--- config.mk ---
export PLATFORM = sky130hd
export DESIGN_NAME = minterm_sweeper
export DESIGN_NICKNAME = d
export VERILOG_FILES = /design/src/rtl/minterm_sweeper.sv
export SDC_FILE = /design/constraint.sdc
export NUM_CORES = 1
export LEC_CHECK = 0
export CAP_MARGIN = 20
export CORE_UTILIZATION = 53
export CTS_CLUSTER_DIAMETER = 80
export DETAILED_ROUTE_END_ITERATION = 12
export PLACE_DENSITY = 0.88
export SLEW_MARGIN = 20
export SYNTH_ARGS = -nofsm -noshare
export SYNTH_HDL_FRONTEND = slang
export SYNTH_SLANG_ARGS = --single-unit
--- constraint.sdc ---
create_clock -name clk -period 2.3 [get_ports clk]
set_input_delay 0.23 -clock clk [delete_from_list [all_inputs] [get_ports clk]]
set_output_delay 0.23 -clock clk [all_outputs]
set_load 0.01 [all_outputs]
--- src/rtl/minterm_sweeper.sv ---
// Walks {x,y,w} through all eight minterms of a combinational function under test,
// captures its truth table and compares it against an expected SoP/PoS mask.
module minterm_sweeper #(
  parameter int unsigned SETTLE_CYC = 1
) (
  input  logic       clk,
  input  logic       rst_n,
  input  logic       start,
  input  logic       abort,
  input  logic       pos_mode,
  input  logic [7:0] exp_mask,
  input  logic       f_in,
  output logic [2:0] xyw_out,
  output logic       busy,
  output logic       done,
  output logic [7:0] tt_out,
  output logic       pass,
  output logic [3:0] mism_cnt,
  output logic [2:0] first_err,
  output logic       err_valid
);

  localparam logic [3:0] SETTLE_LD = 4'(SETTLE_CYC);

  typedef enum logic [1:0] {
    ST_IDLE,
    ST_WAIT,
    ST_SAMPLE,
    ST_FIN
  } state_t;

  // Mismatch counter saturates at the number of minterms.
  function automatic logic [3:0] sat_inc8(input logic [3:0] v);
    return (v >= 4'd8) ? 4'd8 : v + 4'd1;
  endfunction

  state_t     state, state_nxt;
  logic [2:0] idx;
  logic [3:0] settle_cnt;
  logic [7:0] eff_exp;
  logic       mis;
  logic       last;
  logic [3:0] mism_upd;

  assign mis      = (f_in != eff_exp[idx]);
  assign last     = (idx == 3'd7);
  assign mism_upd = mis ? sat_inc8(mism_cnt) : mism_cnt;

  always_ff @(posedge clk or negedge rst_n) begin
    if (!rst_n) state <= ST_IDLE;
    else        state <= state_nxt;
  end

  always_comb begin
    state_nxt = state;
    case (state)
      ST_IDLE:   if (start) state_nxt = ST_WAIT;
      ST_WAIT: begin
        if (abort)                   state_nxt = ST_IDLE;
        else if (settle_cnt <= 4'd1) state_nxt = ST_SAMPLE;
      end
      ST_SAMPLE: begin
        if (abort)     state_nxt = ST_IDLE;
        else if (last) state_nxt = ST_FIN;
        else           state_nxt = ST_WAIT;
      end
      ST_FIN:    state_nxt = ST_IDLE;
      default:   state_nxt = ST_IDLE;
    endcase
  end

  // Expected table is data only; it is captured at start and needs no reset.
  always_ff @(posedge clk) begin
    if (state == ST_IDLE && start) eff_exp <= pos_mode ? ~exp_mask : exp_mask;
  end

  always_ff @(posedge clk or negedge rst_n) begin
    if (!rst_n) begin
      idx        <= 3'd0;
      settle_cnt <= 4'd0;
      xyw_out    <= 3'd0;
      busy       <= 1'b0;
      done       <= 1'b0;
      tt_out     <= 8'd0;
      pass       <= 1'b0;
      mism_cnt   <= 4'd0;
      first_err  <= 3'd0;
      err_valid  <= 1'b0;
    end else begin
      case (state)
        ST_IDLE: begin
          if (start) begin
            tt_out     <= 8'd0;
            mism_cnt   <= 4'd0;
            err_valid  <= 1'b0;
            first_err  <= 3'd0;
            pass       <= 1'b0;
            idx        <= 3'd0;
            xyw_out    <= 3'd0;
            settle_cnt <= SETTLE_LD;
            busy       <= 1'b1;
          end
        end
        ST_WAIT: begin
          if (abort) begin
            busy <= 1'b0;
            pass <= 1'b0;
          end else begin
            settle_cnt <= settle_cnt - 4'd1;
          end
        end
        ST_SAMPLE: begin
          // Abort takes priority: the sample in flight is dropped.
          if (abort) begin
            busy <= 1'b0;
            pass <= 1'b0;
          end else begin
            tt_out[idx] <= f_in;
            mism_cnt    <= mism_upd;
            if (mis && !err_valid) begin
              first_err <= idx;
              err_valid <= 1'b1;
            end
            if (last) begin
              busy <= 1'b0;
              done <= 1'b1;
              pass <= (mism_upd == 4'd0);
            end else begin
              idx        <= idx + 3'd1;
              xyw_out    <= idx + 3'd1;
              settle_cnt <= SETTLE_LD;
            end
          end
        end
        ST_FIN: begin
          done <= 1'b0;
        end
        default: begin
          busy <= 1'b0;
          done <= 1'b0;
        end
      endcase
    end
  end

endmodule

# After elaboration in Yosys (flattened, before gate mapping)
# Cells that the tools add are included.
totals:
  ramBits: 0
  latch_bits: 0
  n_memories: 0
  regBits: 36
  romBits: 0
  input_bits: 14
  out_inout_bits: 22
op_classes:
  bitwise: 1
  multipliers: 0
  shifts: 0
  reduce_logical: 16
  n_eq_ne: 14
  n_lt_le_gt_ge: 4
  add_sub_neg: 3
  n_div: 0
  mux: 47
ops:
  columns: ["cell", "n"]
  rows:
  - ["two-way mux 4 bit", 8]
  - ["two-way mux 8 bit", 3]
  - ["case mux 8 bit (2 select lines)", 1]
  - ["two-way mux 3 bit", 5]
  - ["inequality test 2 bit (second input constant)", 7]
  - ["two-way mux 1 bit", 13]
  - ["case mux 3 bit (2 select lines)", 2]
  - ["case mux 4 bit (3 select lines)", 1]
  - ["AND reduction 4 bit", 3]
  - ["two-way mux 2 bit", 5]
  - ["bitwise mux 8 bit", 1]
  - ["NOT 8 bit", 1]
  - ["case mux 2 bit (4 select lines)", 1]
  - ["case mux 4 bit (2 select lines)", 1]
  - ["inequality test 3 bit (second input constant)", 2]
  - ["case mux 1 bit (3 select lines)", 2]
  - ["AND reduction 3 bit", 2]
  - ["AND reduction 5 bit", 1]
  - ["adder 4 x 1 -> 4 bit (second input constant)", 1]
  - ["equality test 2 bit (second input constant)", 2]
  - [">= comparator 4 bit (second input constant)", 1]
  - ["<= comparator 4 x 1 -> 1 bit (second input constant)", 1]
  - ["logical NOT 4 bit", 1]
  - ["less-than comparator 3 x 4 -> 1 bit (second input constant)", 1]
  - ["other kinds (15)", 19]

# Depth between registers and ports, before layout
depth:
  ltp_word: 8
  ltp_mapped: 9

# Worst setup path before layout
# OpenSTA, ideal clock, no wires.
synth_timing:
  path_kind: "flip-flop to flip-flop"
  startpoint: "register idx[0]"
  endpoint: "register pass"
  period_less_slack_ns: 1.897
  path_stages_with_launch: 8
  path_buffers: 2
  path_slack_ns: 0.403
  arrival_time_ns: 1.770
  required_ns: 2.174
  cell_sequence: "dfrtp_1 buf_6 mux2_1 o22ai_2 or3_4 buf_6 and2_4 a221o_1"
synth_between:
  elab_chain_cells: 8
  word_cells_on_any_way: 11
synth_lines:
  columns: ["element", "line_no", "rtl"]
  rows:
  - ["start, declared", "38", "logic [2:0] idx;"]
  - ["start signal, assigned", "129", "idx <= idx + 3'd1;"]
  - ["binary-select mux 1 bit (select 3 bit)", "45", "assign mis = (f_in != eff_exp[idx]);"]
  - ["two-way mux 1 bit (not written as such)", "45", null]
  - ["inequality test 1 bit", "45", null]
  - ["two-way mux 4 bit", "47", "assign mism_upd = mis ? sat_inc8(mism_cnt) : mism_cnt;"]
  - ["logical NOT 4 bit", "127", "pass <= (mism_upd == 4'd0);"]
  - ["two-way mux 1 bit", "124", "if (last) begin"]
  - ["two-way mux 1 bit", "114", "if (abort) begin"]
  - ["case mux 1 bit (3 select lines)", "90", "case (state)"]
  - ["end signal, assigned", "127", null]
  - ["end, declared", "17", "output logic pass,"]
# Parallel ways exist; a longest one is shown, timed or not. The select of a mux whose other input is x is not followed.
# A chain may end at the register's enable or synchronous reset.

# Final worst setup path
layout_timing:
  startpoint: "register idx[2]"
  endpoint: "register mism_cnt[2]"
layout_between:
  elab_chain_cells: 6
layout_lines:
  columns: ["element", "line_no", "rtl"]
  rows:
  - ["binary-select mux 1 bit (select 3 bit)", "45", null]
  - ["two-way mux 1 bit (not written as such)", "45", null]
  - ["inequality test 1 bit", "45", null]
  - ["two-way mux 4 bit", "47", null]
  - ["two-way mux 4 bit", "114", null]
  - ["case mux 4 bit (2 select lines)", "90", null]
  - ["end signal, assigned", "119", "mism_cnt <= mism_upd;"]
  - ["end, declared", "18", "output logic [3:0] mism_cnt,"]
# Every way passes these cells. The select of a mux whose other input is x is not followed.

==> impl_metrics.ini <==
[yosys]
synth-edff-count = 8
syn_area_per_cell_um2 = 9.82
synth-xor-area-share_pct = 3.32
ys_warn_count = 0
synthTopCellsByArea = dfrtp_1 (33%), edfxtp_1 (11%), o21ai_0 (7.1%), ha_1 (6.5%), xor2_1 (3.3%)
synthAdderAreaFrac_pct = 6.52
synth_nets = 240
async_flop_share_pct = 77.8
ys.flop_type = dfrtp_1
yosysSeqAreaShare_pct = 44.6
synthMuxAreaShare_pct = 3.32
synth-simple-area-share_pct = 14.2
ys_types = 49
synthesis.area_um2 = 2110
synth_most_common_cell = o21ai_0
ys_ff_latch = 36
synth_top_family_by_area = compound AO/OA/AOI/OAI gates
synth_compound_area_share_pct = 22.2
synthTopCellsByCount = o21ai_0 (30), dfrtp_1 (28), inv_1 (14), nand2_1 (14), ha_1 (11)
synthCells = 215
synth_top_area_share_pct = 33.2
yosys.area.top_type = dfrtp_1

[timing]
skew_ps = 6.67
post-route-period-util_pct = 94.4
clock.fmax_mhz = 460
min_period_ps = 2170
tns_ps = 0
finalHoldViolCount = 0
fin_ws_ps = 128
maxSlewViolCount = 0
slew_headroom_pct = 51.4
tightest_slew_ps = 725
setup_viol = 0
whs_ps = 307

[pwr]
ir_worst_vdd_mv = 0.645
leakage_nw = 1.09
powerDensity_nw_per_um2 = 898
finalPower_mw = 2.35

[drt]
drt_pre_antenna_iters = 4
wl_per_cell_um = 14.8
drtAntennaViolNets = 0
first_iter_violations = 193
via_per_inst = 5.82
finalWirelength_um = 4510
drcViolationCount = 0
vias = 1768

[clocking]
insertion_delay_ps = 300
clock_sinks = 36
clk_pin_slew_worst_paths_ps = 70
cts_max_level = 2
root_buffer = clkbuf_8
postCtsHoldBufs = 0
clk_path_buf_depth = 2
cts_tree = built
cts-buffers-inserted = 5

[die]
core_um2 = 3740
io-pin-count = 36
die_area_um2 = 4240
start_util_pct = 56.4
die_w_um = 65.1
fp-row-count = 22
die_height_um = 65.1

[setup_path]
crit_family = compound AO/OA/AOI/OAI gates
crit_arrival_ps = 2350
cp_num_buf_inv = 0
cp_cell_sequence = nand2b_1 > o22ai_2 > o21ai_1 > a2111oi_2 > a311o_1
required_ps = 2480
critPathKind = register to register
slowest_delay_ps = 590
cp-start-kind = register
cp_slowest_cell = o21ai_1
cp_max_fo = 12
crit_path_end_kind = register

[final_layout]
area_delta_synth_final_pct = 24.1
drive_gt1_share_pct = 12.1
n_antenna_cell = 0
design_area_um2 = 2620
nets = 281
n_fill_cell = 303

[placed_design]
placed_area_um2 = 2520
gp_congestion = 0.912
placement.io_buffers = 35
dpl.hpwl_um = 3270
dpl_worst_slack_ps = 182

[global_route]
antenna_found_initial = 0
grt_pass1_wl_um = 7640
grt_max_degree = 29
gr-total-overflow = 0
grt_usage_pct = 24.0
grt_pass1_vias = 1670

[flow_run]
cap_violations = 0

[min_path]
hold_class = primary input to async pin

[status]
status = complete, no violations
## area by class of cell
class | count | area (µm²) | share of cell area, %
sequential | 36 | 941 | 35.9
inverter | 14 | 52.6 | 2.01
clock inverter | 1 | 5.00 | 0.191
tap | 48 | 60.1 | 2.29
timing repair buffer | 47 | 440 | 16.8
clock buffer | 6 | 72.6 | 2.77
multi-input combinational | 152 | 1050 | 40.0
## final timing paths
kind	start	end	slack (ps)	cells after the start
min in group clk	tt_out[2]	tt_out[2]	480	2
worst max register to register	idx[2]	mism_cnt[2]	130	5
worst max-delay path	idx[2]	mism_cnt[2]	130	5
worst min-delay path	rst_n	tt_out[7]	310	2
max in group asynchronous	rst_n	busy	1710	2
worst min register to register	tt_out[2]	tt_out[2]	480	2
## per-stage QoR
stage | std cells | utilization, %
after floorplan | 215 | -
after global placement | 294 | 67.3
after detailed placement | 294 | 67.3
after CTS | 301 | 69.4
after global routing | 304 | 70.0
final | 304 | 70.0
## flip-flops by register name, indices dropped and copies added (netlist names), 2 cells and up
name	flops
idx	3
first_err	3
state	2
settle_cnt	4
eff_exp	8
mism_cnt	4
tt_out	8
## per-layer routing
layer	vias up	GRT usage [%]	wire [µm]	part of all wire (%)
met3	10	6.25	278	6.2
met2	56	38.8	2190	49
met1	843	30.8	1970	44
met5	-	0	0	0
li1	859	-	-	-
met4	0	9.24	74	1.6
## layout by cell type (no fill, tap or decap), types with 2 or more instances in the layout
| cell type | count |
|---|---|
| a311o_1 | 4 |
| clkbuf_8 | 5 |
| and3_1 | 2 |
| nand2_1 | 14 |
| a31oi_1 | 5 |
| nor2_1 | 7 |
| and2_1 | 5 |
| nand2b_1 | 5 |
| buf_4 | 12 |
| dfrtp_1 | 28 |
| xor2_1 | 8 |
| nor2b_1 | 2 |
| a211oi_1 | 4 |
| nand3b_1 | 3 |
| or2_2 | 3 |
| o21ai_0 | 30 |
| ha_1 | 11 |
| a21oi_1 | 8 |
| o211ai_1 | 2 |
| mux2_2 | 3 |
| edfxtp_1 | 8 |
| a21o_1 | 3 |
| nor3_1 | 4 |
| nand3_1 | 5 |
| nand4_1 | 2 |
| inv_1 | 14 |
| o22ai_2 | 2 |
| clkdlybuf4s50_1 | 35 |
## logic make-up after synthesis
family	count (synthesis)
DFF	36
AOI/OAI and AO/OA	71
xor gates and xnor gates	8
muxes	6
adders and majority gates	11
and+or+nand+nor	56
buffers and inverters	27
## what timing repair did
item / in CTS / in global routing
buffers inserted: 0 / 3
gates resized for setup: 0 / 0
endpoints found under the setup margin: 0 / 1
## report_power, final
part	leakage, nW	switching, mW	total, mW	internal, mW
logic	0.592	0.567	1.04	0.473
clock network	0.0410	0.219	0.424	0.206
registers	0.453	0.110	0.886	0.776
total	1.09	0.896	2.35	1.45
(Power assumes the default switching activity.)
